===== src/rtl/piso_serializer.sv =====
// Parallel-in, serial-out serializer.
// Takes a WIDTH-bit word through a valid/ready handshake and shifts it out
// MSB first, one bit per clock, flagged by bit_valid. After each word the
// block idles for GAP_CYCLES cycles. With GAP_CYCLES=0, a new word can be
// accepted in the last bit cycle, so consecutive words stream with no bubble.
module piso_serializer #(
  parameter int WIDTH      = 8,
  parameter int GAP_CYCLES = 1   // legal range 0..15
) (
  input  logic             clk,
  input  logic             reset,      // asynchronous, active low
  input  logic [WIDTH-1:0] din,
  input  logic             din_valid,
  output logic             din_ready,
  output logic             serial_out,
  output logic             bit_valid,
  output logic             word_done,
  output logic             busy
);

  localparam int               CNT_W    = (WIDTH > 1) ? $clog2(WIDTH) : 1;
  localparam logic [CNT_W-1:0] LAST_BIT = CNT_W'(WIDTH - 1);
  localparam logic [3:0]       GAP_LOAD = 4'((GAP_CYCLES > 0) ? GAP_CYCLES - 1 : 0);
  localparam bit               NO_GAP   = (GAP_CYCLES == 0);

  localparam logic [1:0] ST_IDLE  = 2'd0;
  localparam logic [1:0] ST_SHIFT = 2'd1;
  localparam logic [1:0] ST_GAP   = 2'd2;

  logic [1:0]       r_state;
  logic [WIDTH-1:0] r_shift;     // MSB is the bit currently on serial_out
  logic [CNT_W-1:0] r_bit_cnt;   // index k of the current bit cycle
  logic [3:0]       r_gap_cnt;   // remaining gap cycles minus one

  logic w_last_bit;
  logic w_ready;
  logic w_accept;

  assign w_last_bit = (r_state == ST_SHIFT) && (r_bit_cnt == LAST_BIT);

  // Ready only outside reset: in IDLE, or in the last bit cycle when words
  // may follow each other without a gap.
  assign w_ready  = reset && ((r_state == ST_IDLE) || (w_last_bit && NO_GAP));
  assign w_accept = din_valid && w_ready;

  // Serial_out comes straight from the shift register flop. Once a word has
  // been shifted out completely the register holds zero, so the line idles
  // low without extra gating.
  assign serial_out = r_shift[WIDTH-1];
  assign bit_valid  = (r_state == ST_SHIFT);
  assign word_done  = w_last_bit;
  assign busy       = (r_state != ST_IDLE);
  assign din_ready  = w_ready;

  // State, shift register and counters; reset drops any partial word.
  always_ff @(posedge clk or negedge reset) begin
    if (!reset) begin
      // NOTE: sequential state uses non-blocking assignments so every flop
      // samples pre-edge values, independent of statement order.
      r_state   <= ST_IDLE;
      r_shift   <= '0;
      r_bit_cnt <= '0;
      r_gap_cnt <= '0;
    end else begin
      case (r_state)
        ST_IDLE: begin
          if (w_accept) begin
            r_shift   <= din;
            r_bit_cnt <= '0;
            r_state   <= ST_SHIFT;
          end
        end

        ST_SHIFT: begin
          if (w_accept) begin
            // Only reachable in the last bit cycle with no gap: chain the next word.
            r_shift   <= din;
            r_bit_cnt <= '0;
          end else begin
            r_shift <= r_shift << 1;
            if (w_last_bit) begin
              if (NO_GAP) begin
                r_state <= ST_IDLE;
              end else begin
                r_state   <= ST_GAP;
                r_gap_cnt <= GAP_LOAD;
              end
            end else begin
              r_bit_cnt <= r_bit_cnt + CNT_W'(1);
            end
          end
        end

        ST_GAP: begin
          if (r_gap_cnt == 4'd0) begin
            r_state <= ST_IDLE;
          end else begin
            r_gap_cnt <= r_gap_cnt - 4'd1;
          end
        end

        default: r_state <= ST_IDLE;
      endcase
    end
  end

endmodule


===== config.mk =====
export PLATFORM = sky130hd
export DESIGN_NAME = piso_serializer
export DESIGN_NICKNAME = d
export VERILOG_FILES = /design/src/rtl/piso_serializer.sv
export SDC_FILE = /design/constraint.sdc
export NUM_CORES = 1
export LEC_CHECK = 0
export ABC_AREA = 1
export CAP_MARGIN = 20
export CORE_MARGIN = 4
export CORE_UTILIZATION = 46
export CTS_CLUSTER_SIZE = 40
export DETAILED_ROUTE_END_ITERATION = 10
export GPL_TIMING_DRIVEN = 0
export PLACE_DENSITY = 0.7
export SLEW_MARGIN = 20
export SYNTH_ARGS = -nofsm -noshare
export SYNTH_HDL_FRONTEND = slang
export SYNTH_SLANG_ARGS = --single-unit

===== constraint.sdc =====
create_clock -name clk -period 1.87 [get_ports clk]
set_input_delay 0.187 -clock clk [delete_from_list [all_inputs] [get_ports clk]]
set_output_delay 0.187 -clock clk [all_outputs]
set_load 0.05 [all_outputs]

==> flow_summary.json, run 1 <==
{
  "cp-startpoint": "r_state[1]$_DFFE_PN0P_",
  "clk_latency_ns": 0.29,
  "core_area_um2": 1760,
  "dp_hpwl_um": 1160,
  "diodes": 0,
  "regToRegStartpoint": "r_bit_cnt[0]$_DFFE_PN0P_",
  "finalCritPeriodShare": 0.936,
  "clockPowerShare": 0.129,
  "vias": 702,
  "cts_tree": "built",
  "antenna_found_initial": 0,
  "hold_class": "input port to flip-flop",
  "start_util": 0.493,
  "clk_pin_slew_worst_paths_ns": 0.10,
  "drc": 0,
  "drtIter0Drc": 10,
  "ys_types": 19,
  "max_freq_mhz": 571,
  "pwr-share-seq": 0.368,
  "avgSynthCellArea_um2": 7.98,
  "final_nets": 143,
  "cp.arrival_ns": 1.56,
  "hold_viol": 0,
  "syn_to_final_growth_pct": 23.3,
  "p_leak_nw": 0.559,
  "cts_sinks": 17,
  "vias_per_cell": 4.59,
  "synth_area_um2": 870,
  "grtUsageTotal": 0.142,
  "relSlewSlack": 0.475,
  "ys_seq_elements": 17,
  "wl_um": 1610,
  "worstSetupEndpoint": "bit_valid",
  "grt_pass1_wl_um": 2780,
  "die-height_um": 51.5,
  "grt_pass1_vias": 650,
  "critical_path_class": "flip-flop to output pin",
  "finalMaxSlewViolations": 0,
  "drive_gt1_frac": 0.117,
  "power.density_nw_per_um2": 1450,
  "drt.antenna.violating_nets": 0,
  "combPwrFrac": 0.503,
  "ys_seq_area_frac": 0.489,
  "timing.final.crit_period_ns": 1.75,
  "swShare": 0.450,
  "final_cell_mix": "30 x nand2_1, 17 x inv_1, 17 x dfrtp_1, 12 x nor2_1, 9 x clkdlybuf4s50_1",
  "cp-start-kind": "flip-flop",
  "place.gp.congestion": 0.755,
  "cap_violations": 0,
  "setup_violations": 0,
  "numCtsBuffers": 3,
  "crit_fanout": 10,
  "die_x_um": 51.5,
  "syn_nets": 123,
  "tightest_slew_ns": 0.785,
  "endpoint_kind": "output pin",
  "status": "finished clean",
  "yosysWarnings": 0,
  "die_area_um2": 2650,
  "ios": 16,
  "internal_power_mw": 0.855,
  "hold_ws_ns": 0.195,
  "clock_skew_ns": 0.00387,
  "dr.pass1.iters": 4,
  "portBuffers": 14,
  "r2r_end": "r_gap_cnt[0]$_DFFE_PN0P_",
  "design_area_um2": 1070,
  "mostFrequentLayoutCell": "nand2_1",
  "root_buffer": "clkbuf_4",
  "num_rows": 15,
  "post_drt_wl_per_cell_um": 10.5,
  "ff2ff_path_depth": 7,
  "reg2reg_slack_ns": 0.43,
  "clk_path_buf_depth": 2,
  "htreeDepth": 1,
  "overflow": 0,
  "synth_cells": 109,
  "worst_ep_required_time_ns": 1.68,
  "postPlaceCellArea_um2": 1040,
  "grt_max_degree": 18,
  "rsz0062_at_grt": "no",
  "peakVddDrop_mv": 0.747,
  "power.net_switching_mw": 0.699
}
state kept, by name, summed over array words and instances (netlist names):
register and cells:
r_state 2, r_shift 8, r_bit_cnt 3, r_gap_cnt 4
metrics by stage:
| stage | TNS [ns] | total power [mW] | worst slack (ns) | utilization | std cells |
|---|---|---|---|---|---|
| after floorplan | 0 | 1.18 | 0.146 | - | 109 |
| after global placement | -2.30 | 1.37 | -0.894 | 0.591 | 148 |
| after detailed placement | -2.53 | 1.39 | -0.926 | 0.591 | 148 |
| after CTS | 0 | 1.58 | 0.00634 | 0.613 | 153 |
| after global routing | 0 | 1.70 | 0.0370 | 0.608 | 153 |
| final | 0 | 1.55 | 0.120 | 0.608 | 153 |
worst min-delay path by stage:
stage | endpoint | slack [ns] | start | cells past startpoint
after floorplan | r_bit_cnt[0]$_DFFE_PN0P_ | -0.11 | reset | 0
after global placement | r_shift[1]$_DFFE_PN0P_ | 0.46 | r_shift[1]$_DFFE_PN0P_ | 2
after detailed placement | r_shift[1]$_DFFE_PN0P_ | 0.46 | r_shift[1]$_DFFE_PN0P_ | 2
after CTS | r_shift[6]$_DFFE_PN0P_ | 0.19 | din_valid | 3
after global routing | r_shift[5]$_DFFE_PN0P_ | 0.20 | din_valid | 3
final | r_shift[6]$_DFFE_PN0P_ | 0.20 | din_valid | 3
power groups by stage:
stage / Sequential [mW] / Clock, mW / Combinational [mW]
floorplan: 0.598 / 0 / 0.578
finish: 0.572 / 0.201 / 0.782
global placement: 0.575 / 0 / 0.795
global route: 0.589 / 0.224 / 0.888
CTS: 0.572 / 0.211 / 0.800
detailed placement: 0.579 / 0 / 0.807
timing repair:
item | in CTS | in global routing
gates resized for setup | 10 | 5
gates cloned | 0 | 0
endpoints found under the setup margin | 3 | 3
pin swaps | 0 | 0
setup buffers | 0 | 0
endpoints found under the hold margin | 17 | 0
hold buffers | 1 | 0
logic make-up after synthesis:
logic type	count (synthesis)	synth area share
fa+ha+maj	3	0.0432
compound gates	13	0.0835
flops	17	0.489
buf+inv	21	0.104
simple gates	54	0.271
xor+xnor	1	0.0101
area by class of cell:
cell class / count / area (um^2)
Buffer: 2 / 18.8
Clock buffer: 4 / 26.3
Fill cell: 170 / 692
Inverter: 19 / 71.3
Multi-Input combinational cell: 71 / 357
Sequential cell: 17 / 425
Tap cell: 25 / 31.3
Timing Repair Buffer: 15 / 143
critical path, cell delays in order, from the launching register on:
cell and delay, ns:
dfrtp_1 0.39, inv_2 0.08, nand2_1 0.09, buf_6 0.15
inv_1 0.05, dlygate4sd2_1 0.51
cell usage after synthesis (all sizes together):
library cell  count  area share
nand2            31        0.14
inv              19       0.082
dfrtp            17        0.49
nor2             15       0.076
a31oi             6       0.043
nand3             6       0.035
o21ai             5       0.029
ha                3       0.043
a21oi             2       0.012
buf               2       0.022
nand3b            1      0.0086
nand4             1       0.014
xor2              1       0.010
layer usage:
metal	vias to the layer above	wire length, um	global-route usage
li1	380	-	-
met1	313	766	0.191
met2	7	788	0.212
met3	2	38	0.0262
met4	0	14	0.0786
met5	-	0	0
(Power assumes the default switching activity.)
==> inputs of run 2 (changes only) <==
SLEW_MARGIN = not set   (was 20)
==> results of run 2 <==
Final layout, timing and power as in run 1 (identical DEF).
==> inputs of run 3 (changes only) <==
CORE_MARGIN = not set   (was 4)
CTS_CLUSTER_SIZE = 14   (was 40)
==> run 3 against run 2 <==
Net effect:
- critical endpoint is now word_done
- global-route usage grew 2.6 points
- largest power group unchanged
- sequential share of layout area shrank 0.23 points
- clock power is 4% lower
- utilization rose by 1.0 points
- non-clock buffer count stayed put
- worst setup slack got worse by 0.053 ns
- combinational power grew 0.8%
- sequential cell count stayed put
- die area fell by 22%
- critical path depth stayed put
- sequential power is essentially flat
==> flow_summary.json, run 3 (synthesis results as in run 1) <==
{
  "dp_slack_ns": -0.871,
  "clk_path_buf_depth": 2,
  "vias_per_cell": 4.67,
  "diodes": 0,
  "mostFrequentLayoutCell": "nand2_1",
  "place.gp.congestion": 0.762,
  "grt_pass1_vias": 633,
  "clockPowerShare": 0.124,
  "tightest_slew_ns": 0.766,
  "r2r_end": "r_gap_cnt[0]$_DFFE_PN0P_",
  "reg_top3": "r_shift (8), r_gap_cnt (4), r_bit_cnt (3)",
  "p_leak_nw": 0.557,
  "die-height_um": 45.5,
  "critical_path_class": "flip-flop to output pin",
  "status": "finished clean",
  "setup_violations": 0,
  "setup_ws_ns": 0.0667,
  "pwr-share-seq": 0.368,
  "antenna_found_initial": 0,
  "hold_class": "input port to flip-flop",
  "top_register": "r_shift",
  "drc": 0,
  "dp_hpwl_um": 1120,
  "nFillCells": 161,
  "crit_fanout": 3,
  "largest_register_ffs": 8,
  "relSlewSlack": 0.488,
  "cp-start-kind": "flip-flop",
  "start_util": 0.498,
  "wl_um": 1550,
  "clock_skew_ns": 0.00333,
  "drive_gt1_frac": 0.117,
  "endpoint_kind": "output pin",
  "power.density_nw_per_um2": 1440,
  "core_area_um2": 1750,
  "ios": 16,
  "cts_tree": "built",
  "clk_pin_slew_worst_paths_ns": 0.10,
  "reg2reg_slack_ns": 0.40,
  "syn_to_final_growth_pct": 24.0,
  "peakVddDrop_mv": 0.825,
  "htreeDepth": 1,
  "finalMaxSlewViolations": 0,
  "die_area_um2": 2070,
  "cts_setup_buffers": 0,
  "timing.final.crit_period_ns": 1.80,
  "die_x_um": 45.5,
  "clk_latency_ns": 0.28,
  "worst_ep_required_time_ns": 1.68,
  "design_area_um2": 1080,
  "vias": 715,
  "regToRegStartpoint": "r_bit_cnt[0]$_DFFE_PN0P_",
  "power.net_switching_mw": 0.696,
  "drt.antenna.violating_nets": 0,
  "dr.pass1.iters": 4,
  "hold_viol": 0,
  "finalCritPeriodShare": 0.964,
  "cp.arrival_ns": 1.62,
  "num_rows": 15,
  "hold_end": "r_shift[5]$_DFFE_PN0P_",
  "postPlaceCellArea_um2": 1040,
  "max_freq_mhz": 555,
  "rsz0062_at_grt": "no",
  "grtUsageTotal": 0.168,
  "final_nets": 143,
  "worstHoldPathCells": 3,
  "grt_max_degree": 18,
  "portBuffers": 14,
  "overflow": 0,
  "min_from": "din_valid",
  "ff2ff_path_depth": 7,
  "root_buffer": "clkbuf_4",
  "final_cell_mix": "30 x nand2_1, 17 x inv_1, 17 x dfrtp_1, 12 x nor2_1, 9 x clkdlybuf4s50_1",
  "internal_power_mw": 0.857,
  "combPwrFrac": 0.507,
  "cap_violations": 0,
  "post_drt_wl_per_cell_um": 10.1,
  "cts_sinks": 17,
  "drtIter0Drc": 12,
  "swShare": 0.448,
  "numCtsBuffers": 3,
  "grt_pass1_wl_um": 2460
}
==> run 3: changes by cell type in the layout (fill, tap and decap cells not counted) <==
cell / previous run / this run
buf_2: 2 / 0
clkbuf_2: 0 / 1
clkdlybuf4s15_2: 1 / 2
==> run 3: stage by stage <==
stage                     instances  setup TNS, ns  power (mW)  utilization  hold slack [ns]
after global routing            153              0        1.70        0.618            0.195
after CTS                       153              0        1.58        0.619            0.184
after global placement          148          -2.11        1.37        0.598            0.460
after detailed placement        148          -2.12        1.39        0.598            0.469
final                           153              0        1.55        0.618            0.195
after floorplan                 109              0        1.18            -           -0.109
==> run 3: how the worst max path moves through the flow <==
stage	slack, ns	to	from	cells after the start
after global routing	0.002	word_done	r_bit_cnt[0]$_DFFE_PN0P_	5
after CTS	0.004	din_ready	r_state[0]$_DFFE_PN0P_	4
after floorplan	0.15	r_shift[2]$_DFFE_PN0P_	r_state[0]$_DFFE_PN0P_	5
after global placement	-0.87	din_ready	reset	4
final	0.07	word_done	r_bit_cnt[0]$_DFFE_PN0P_	5
after detailed placement	-0.87	din_ready	reset	4
==> run 3: area by class of cell <==
class | instances | area [um^2] | share of cell area
buffer | 2 | 18.8 | 0.0174
timing repair buffer | 15 | 149 | 0.138
sequential | 17 | 425 | 0.394
multi-input combinational | 71 | 357 | 0.331
inverter | 19 | 71.3 | 0.0661
clock buffer | 4 | 26.3 | 0.0244
tap | 25 | 31.3 | 0.0290
==> run 3: power by group through the flow <==
stage / logic, mW / registers (mW) / clock network [mW]
global placement: 0.793 / 0.573 / 0
global route: 0.886 / 0.588 / 0.222
detailed placement: 0.812 / 0.580 / 0
finish: 0.788 / 0.572 / 0.193
CTS: 0.806 / 0.573 / 0.205
floorplan: 0.578 / 0.598 / 0
==> run 3: repair_timing <==
action	CTS	global route
hold buffers	1	0
gates resized for setup	9	2
endpoints found under the hold margin	17	0
endpoints found under the setup margin	3	2
==> run 3: layer usage <==
| metal | vias to the layer above | part of all wire | GRT usage |
|---|---|---|---|
| li1 | 376 | - | - |
| met1 | 327 | 0.48 | 0.207 |
| met2 | 10 | 0.50 | 0.280 |
| met3 | 2 | 0.022 | 0.0357 |
| met4 | 0 | 0.0039 | 0.0727 |
| met5 | - | 0 | 0 |
==> run 3: critical path, cell delays in order, from the launching register on <==
cell and delay (ns):
dfrtp_1 0.38, ha_1 0.16, ha_1 0.20, inv_1 0.06, nor2_2 0.14, clkdlybuf4s15_2 0.39
